[config.mk]
export PLATFORM = sky130hd
export DESIGN_NAME = imem_loader
export DESIGN_NICKNAME = d
export VERILOG_FILES = /design/src/rtl/imem_loader_pkg.sv /design/src/rtl/imem_loader_word_assembler.sv /design/src/rtl/imem_loader.sv
export SDC_FILE = /design/constraint.sdc
export NUM_CORES = 1
export LEC_CHECK = 0
export BUFFER_PORTS_ARGS = -buffer_cell sky130_fd_sc_hd__buf_2
export CORE_UTILIZATION = 35
export DETAILED_ROUTE_END_ITERATION = 12
export HOLD_SLACK_MARGIN = 0.1
export PLACE_DENSITY_LB_ADDON = 0.25
export SKIP_CTS_REPAIR_TIMING = 1
export SLEW_MARGIN = 5
export SYNTH_ARGS = -nofsm -noshare
export SYNTH_HDL_FRONTEND = slang
export SYNTH_SLANG_ARGS = --single-unit
export TNS_END_PERCENT = 10
[constraint.sdc]
create_clock -name clock -period 3.05 [get_ports clock]
set_clock_uncertainty 0.1 [all_clocks]
set_input_delay 0.4575 -clock clock [delete_from_list [all_inputs] [get_ports clock]]
set_output_delay 0.4575 -clock clock [all_outputs]
set_load 0.02 [all_outputs]
[src/rtl/imem_loader_pkg.sv]
// imem_loader shared types and frame constants.
// Imported by the loader top and its word assembler.
package imem_loader_pkg;

  typedef enum logic [2:0] {
    ST_IDLE,
    ST_LEN_LO,
    ST_LEN_HI,
    ST_DATA,
    ST_CHECK,
    ST_DONE,
    ST_ERROR
  } state_t;

  localparam logic [7:0] MAGIC_DEF = 8'hA5;
  localparam int HDR_LEN = 3;
  localparam int BYTES_PER_WORD = 4;

endpackage

[src/rtl/imem_loader_word_assembler.sv]
// Packs a stream of bytes into little-endian 32-bit words.
// o_word_vld is high in the cycle the fourth byte is taken.
module word_assembler
  import imem_loader_pkg::*;
(
  input  logic        clock,
  input  logic        reset,
  input  logic        i_en,
  input  logic        i_clr,
  input  logic [7:0]  i_byte,
  output logic [31:0] o_word,
  output logic        o_word_vld
);

  localparam logic [1:0] LAST_IDX = 2'(BYTES_PER_WORD - 1);

  logic [1:0]  r_cnt;
  logic [23:0] r_sr;

  always_ff @(posedge clock or negedge reset) begin
    if (!reset) begin
      r_cnt <= '0;
      r_sr  <= '0;
    end else if (i_clr) begin
      r_cnt <= '0;
      r_sr  <= '0;
    end else if (i_en) begin
      r_cnt <= r_cnt + 2'd1;
      r_sr  <= {i_byte, r_sr[23:8]};
    end
  end

  // Earlier bytes sit low, so the live byte completes bits [31:24].
  assign o_word     = {i_byte, r_sr};
  assign o_word_vld = i_en && (r_cnt == LAST_IDX);

endmodule

[src/rtl/imem_loader.sv]
// Boot loader: framed byte stream into imem words, CPU held
// in reset until a frame with a matching checksum is loaded.
module imem_loader
  import imem_loader_pkg::*;
#(
  parameter int         ADDR_W    = 12,
  parameter int         MAX_WORDS = 4096,
  parameter logic [7:0] MAGIC     = MAGIC_DEF
) (
  input  logic              clock,
  input  logic              reset,
  input  logic              rx_valid,
  input  logic [7:0]        rx_data,
  output logic              rx_ready,
  output logic              imem_wren,
  output logic [ADDR_W-1:0] imem_address,
  output logic [31:0]       imem_data,
  output logic              cpu_hold,
  output logic              done,
  output logic              error
);

  localparam int CW = ADDR_W + 1;

  state_t r_state;
  state_t w_next;

  logic [7:0]        r_len_lo;
  logic [15:0]       r_len;
  logic [CW-1:0]     r_wcnt;
  logic [7:0]        r_csum;
  logic              r_wren;
  logic [ADDR_W-1:0] r_addr;
  logic [31:0]       r_data;

  logic        w_acc;
  logic        w_start;
  logic        w_in_data;
  logic        w_word_vld;
  logic        w_last;
  logic [31:0] w_word;
  logic [15:0] w_len;

  assign rx_ready  = (r_state != ST_DONE);
  assign w_acc     = rx_valid && rx_ready;
  assign w_start   = w_acc && (rx_data == MAGIC) &&
                     ((r_state == ST_IDLE) ||
                      (r_state == ST_ERROR));
  assign w_in_data = w_acc && (r_state == ST_DATA);
  assign w_len     = {rx_data, r_len_lo};
  assign w_last    = (32'(r_wcnt) + 32'd1) == 32'(r_len);

  word_assembler u_asm (
    .clock      (clock),
    .reset      (reset),
    .i_en       (w_in_data),
    .i_clr      (w_start),
    .i_byte     (rx_data),
    .o_word     (w_word),
    .o_word_vld (w_word_vld)
  );

  always_comb begin
    w_next = r_state;
    unique case (r_state)
      ST_IDLE, ST_ERROR: begin
        if (w_start) w_next = ST_LEN_LO;
      end
      ST_LEN_LO: begin
        if (w_acc) w_next = ST_LEN_HI;
      end
      ST_LEN_HI: begin
        if (w_acc) begin
          if (w_len == 16'd0)
            w_next = ST_CHECK;
          else if (32'(w_len) > 32'(MAX_WORDS))
            w_next = ST_ERROR;
          else
            w_next = ST_DATA;
        end
      end
      ST_DATA: begin
        if (w_word_vld && w_last) w_next = ST_CHECK;
      end
      ST_CHECK: begin
        if (w_acc)
          w_next = (rx_data == r_csum) ? ST_DONE : ST_ERROR;
      end
      ST_DONE: begin
        w_next = ST_DONE;
      end
      default: begin
        w_next = ST_IDLE;
      end
    endcase
  end

  always_ff @(posedge clock or negedge reset) begin
    if (!reset) begin
      r_state <= ST_IDLE;
    end else begin
      r_state <= w_next;
    end
  end

  always_ff @(posedge clock or negedge reset) begin
    if (!reset) begin
      r_len_lo <= '0;
      r_len    <= '0;
    end else if (w_acc) begin
      if (r_state == ST_LEN_LO) r_len_lo <= rx_data;
      if (r_state == ST_LEN_HI) r_len    <= w_len;
    end
  end

  always_ff @(posedge clock or negedge reset) begin
    if (!reset) begin
      r_csum <= '0;
      r_wcnt <= '0;
    end else if (w_start) begin
      r_csum <= '0;
      r_wcnt <= '0;
    end else if (w_in_data) begin
      r_csum <= r_csum ^ rx_data;
      if (w_word_vld) r_wcnt <= r_wcnt + CW'(1);
    end
  end

  // Address and data are registered with the strobe so they
  // are stable for the whole write cycle.
  always_ff @(posedge clock or negedge reset) begin
    if (!reset) begin
      r_wren <= 1'b0;
      r_addr <= '0;
      r_data <= '0;
    end else begin
      r_wren <= w_word_vld;
      if (w_word_vld) begin
        r_addr <= r_wcnt[ADDR_W-1:0];
        r_data <= w_word;
      end
    end
  end

  assign imem_wren    = r_wren;
  assign imem_address = r_addr;
  assign imem_data    = r_data;
  assign cpu_hold     = (r_state != ST_DONE);
  assign done         = (r_state == ST_DONE);
  assign error        = (r_state == ST_ERROR);

endmodule

==> reports/metrics.yaml <==
grt_pass1_wl_um: 21000
ff2ff_setup_slack_ns: 0.16
drtAntennaViolNets: 0
cp.buffers_inverters: 0
worstSetupPathType: "register to register"
cts_tree: "built"
filler_cell_count: 1540
yosys.area.top_type: "dfrtp_1"
min_period_ns: 2.89
critical_path.slowest_cell: "or4_4"
cp_max_fo: 6
yosysWarnings: 0
peakVddDrop_mv: 0.500
worstSkewPairLatency_ns: 0.41
antenna_found_initial: 0
critPathLaunchType: "register"
synth_top_family_by_area: "simple AND/OR/NAND/NOR gates"
synth.area.mux_share_pct: 5.80
drt_wl_total_um: 12600
cts.htree.levels: 4
synth_cells: 579
multi_input_area_um2: 2350
die_y_um: 128
holdPathEnd: "imem_data[26]$_DFFE_PN0P_"
synth_edf_count: 0
hold_path_depth: 3
nets: 645
drive_gt1_share_pct: 21.3
endpoint_kind: "register"
reg2reg_depth: 7
yosys.area_share.simple_pct: 22.9
ios: 60
synthToLayoutAreaGrowth_pct: 19.8
synth_top_cells_by_area: "dfrtp_1 (54%), nand2_1 (13%), mux2_2 (4.9%), xor2_1 (4.3%), a21oi_1 (3.0%)"
maxCapViolCount: 0
stdcell_count: 854
die_w_um: 128
clock_path_buffers: 2
vias_per_cell: 4.94
place_congestion: 0.822
final_cell_mix: "nand2_1 (195), dfrtp_1 (119), buf_2 (58)"
crit_required_ns: 3.25
synth_fa_ha_area_share_pct: 0.680
worst_pin_slew_ns: 0.718
num_vias: 4219
root_buffer: "clkbuf_16"
ys_seq_elements: 119
synth_top_area_share_pct: 54.0
grt_pass1_vias: 4126
first_pass_iters: 5
clkTransAtPathRegs_ns: 0.06
dp_hpwl_um: 8340
syn-cell-area_um2: 5520
drt_iter0_drc: 346
placementRows: 45
setup_viol_count_final: 0
cp_cell_sequence: "ha_1 -> xor2_1 -> nor4_1 -> nand3_1 -> or4_4 -> o41ai_4 -> mux2_4"
async_flop_share_pct: 100
clock_sinks: 119
die_area_um2: 16300
cts_buffers: 17
io_buffers: 59
powerDensity_nw_per_um2: 896
setup_tns_ns: 0
crit_path_max_incr_delay_ns: 0.56
synthDistinctLibCells: 51
num_antenna_cells: 0
r2r-end: "r_state[1]$_DFFE_PN0P_"
core_um2: 15300
start_util_pct: 36.0
drv_slew: 0
synthFlopType: "dfrtp_1"
dp.cells: 822
regArea_um2: 2980
detail_route.wl_per_cell_um: 14.8
fmax_ghz: 0.346
grt_max_degree: 87
synth-seq-area-share_pct: 54.0
route.detailed.drc: 0
synth_compound_area_share_pct: 6.08
layout_commonest_cell: "nand2_1"
hp-start: "rx_data[2]"
cpLargestDelayFamily: "simple AND/OR/NAND/NOR gates"
grt_usage_pct: 16.7
r2r_start: "r_wcnt[1]$_DFFE_PN0P_"
synth_xor_area_share_pct: 7.14
rsz0062_at_grt: "false"
grt_overflow_total: 0
cp_data_arrival_time_ns: 3.08
outcome: "complete, no violations"
slew-limit-headroom_pct: 52.2
syn_nets: 593
hold_violations: 0
period_share_pct: 94.7
syn_avg_cell_area_um2: 9.53
hold_class: "primary input to register"
leakagePower_nw: 3.25
-- cell usage after synthesis, types with 2 or more instances --
library cell / number
and4_1: 2
a31oi_1: 3
mux2i_1: 2
ha_1: 3
nor2b_1: 2
nor2_1: 28
clkbuf_1: 29
a21oi_1: 33
nor4_1: 9
inv_1: 5
buf_4: 3
o211ai_1: 3
buf_1: 2
nand4_1: 8
mux2_2: 24
xnor2_1: 18
nor3_1: 7
and3_1: 2
buf_2: 5
nor3b_1: 2
mux2_4: 2
o2bb2ai_1: 2
xor2_1: 27
nand3_1: 11
or3_1: 2
o311ai_0: 2
o21ai_0: 7
dfrtp_1: 119
nand2_1: 195
-- flip-flops by register name, indices dropped and copies added, names as in the netlist, 3 cells and up --
register      cells
imem_data        32
u_asm.r_sr       24
r_len            16
r_wcnt           13
imem_address     12
r_csum            8
r_len_lo          8
r_state           3
-- cell type report --
cell class	count	area share, %
Sequential cell	119	45.1
Multi-Input combinational cell	414	35.6
Clock buffer	20	6.76
Timing Repair Buffer	73	6.32
Tap cell	211	3.99
Clock inverter	11	1.91
Inverter	6	0.341
-- metal layers --
| layer | wire length [um] | global-route usage, % | vias to the layer above |
|---|---|---|---|
| met3 | 538 | 3.31 | 13 |
| met4 | 187 | 7.07 | 0 |
| met2 | 5470 | 24.3 | 111 |
| met5 | 0 | 0 | - |
| li1 | - | - | 2021 |
| met1 | 6400 | 24.1 | 2074 |
-- worst max-delay path by stage --
stage | cells after the start | startpoint | endpoint | slack, ns
5_1_grt | 7 | r_wcnt[1]$_DFFE_PN0P_ | r_state[1]$_DFFE_PN0P_ | 0.04
4_1_cts | 7 | r_wcnt[1]$_DFFE_PN0P_ | r_state[1]$_DFFE_PN0P_ | 0.14
6_report | 7 | r_wcnt[1]$_DFFE_PN0P_ | r_state[1]$_DFFE_PN0P_ | 0.16
2_1_floorplan | 7 | r_wcnt[0]$_DFFE_PN0P_ | r_state[1]$_DFFE_PN0P_ | 0.32
3_3_place_gp | 7 | r_wcnt[1]$_DFFE_PN0P_ | r_state[2]$_DFFE_PN0P_ | 0.23
3_5_place_dp | 7 | r_wcnt[1]$_DFFE_PN0P_ | r_state[1]$_DFFE_PN0P_ | 0.15
-- through the flow --
step | hold WS, ns | cell area (um^2) | total power, W | utilization [%] | setup WS (ns)
floorplan | 0.0619 | 5520 | 0.00353 | - | 0.325
global placement | 0.326 | 6030 | 0.00395 | 39.3 | 0.233
detailed placement | 0.338 | 6030 | 0.00402 | 39.3 | 0.153
CTS | -0.106 | 6600 | 0.00597 | 43.1 | 0.138
global route | 0.263 | 6610 | 0.00628 | 43.2 | 0.0404
finish | 0.263 | 6610 | 0.00592 | 43.2 | 0.161
-- worst reg2reg max path: cells and delay by family, from the launching register on --
kind / cells / cell delay (ns)
simple gates: 3 / 0.88
compound gates: 1 / 0.51
flops: 1 / 0.44
fa+ha+maj: 1 / 0.34
mux: 1 / 0.34
xor+xnor: 1 / 0.17
-- cells by family after synthesis --
group	Yosys count
flip-flops	119
AND/OR/NAND/NOR	283
adder cells (fa/ha/maj)	3
multiplexers	28
AO/OA/AOI/OAI	55
XOR/XNOR	45
buffers and inverters	46
-- where the power goes --
group	switching, W	leakage, nW	internal, W	total (W)
clock	0.000702	0.268	0.00122	0.00192
combinational	0.000862	1.41	0.000688	0.00155
sequential	0.000378	1.57	0.00208	0.00245
Power figures use the tool's default switching activity.
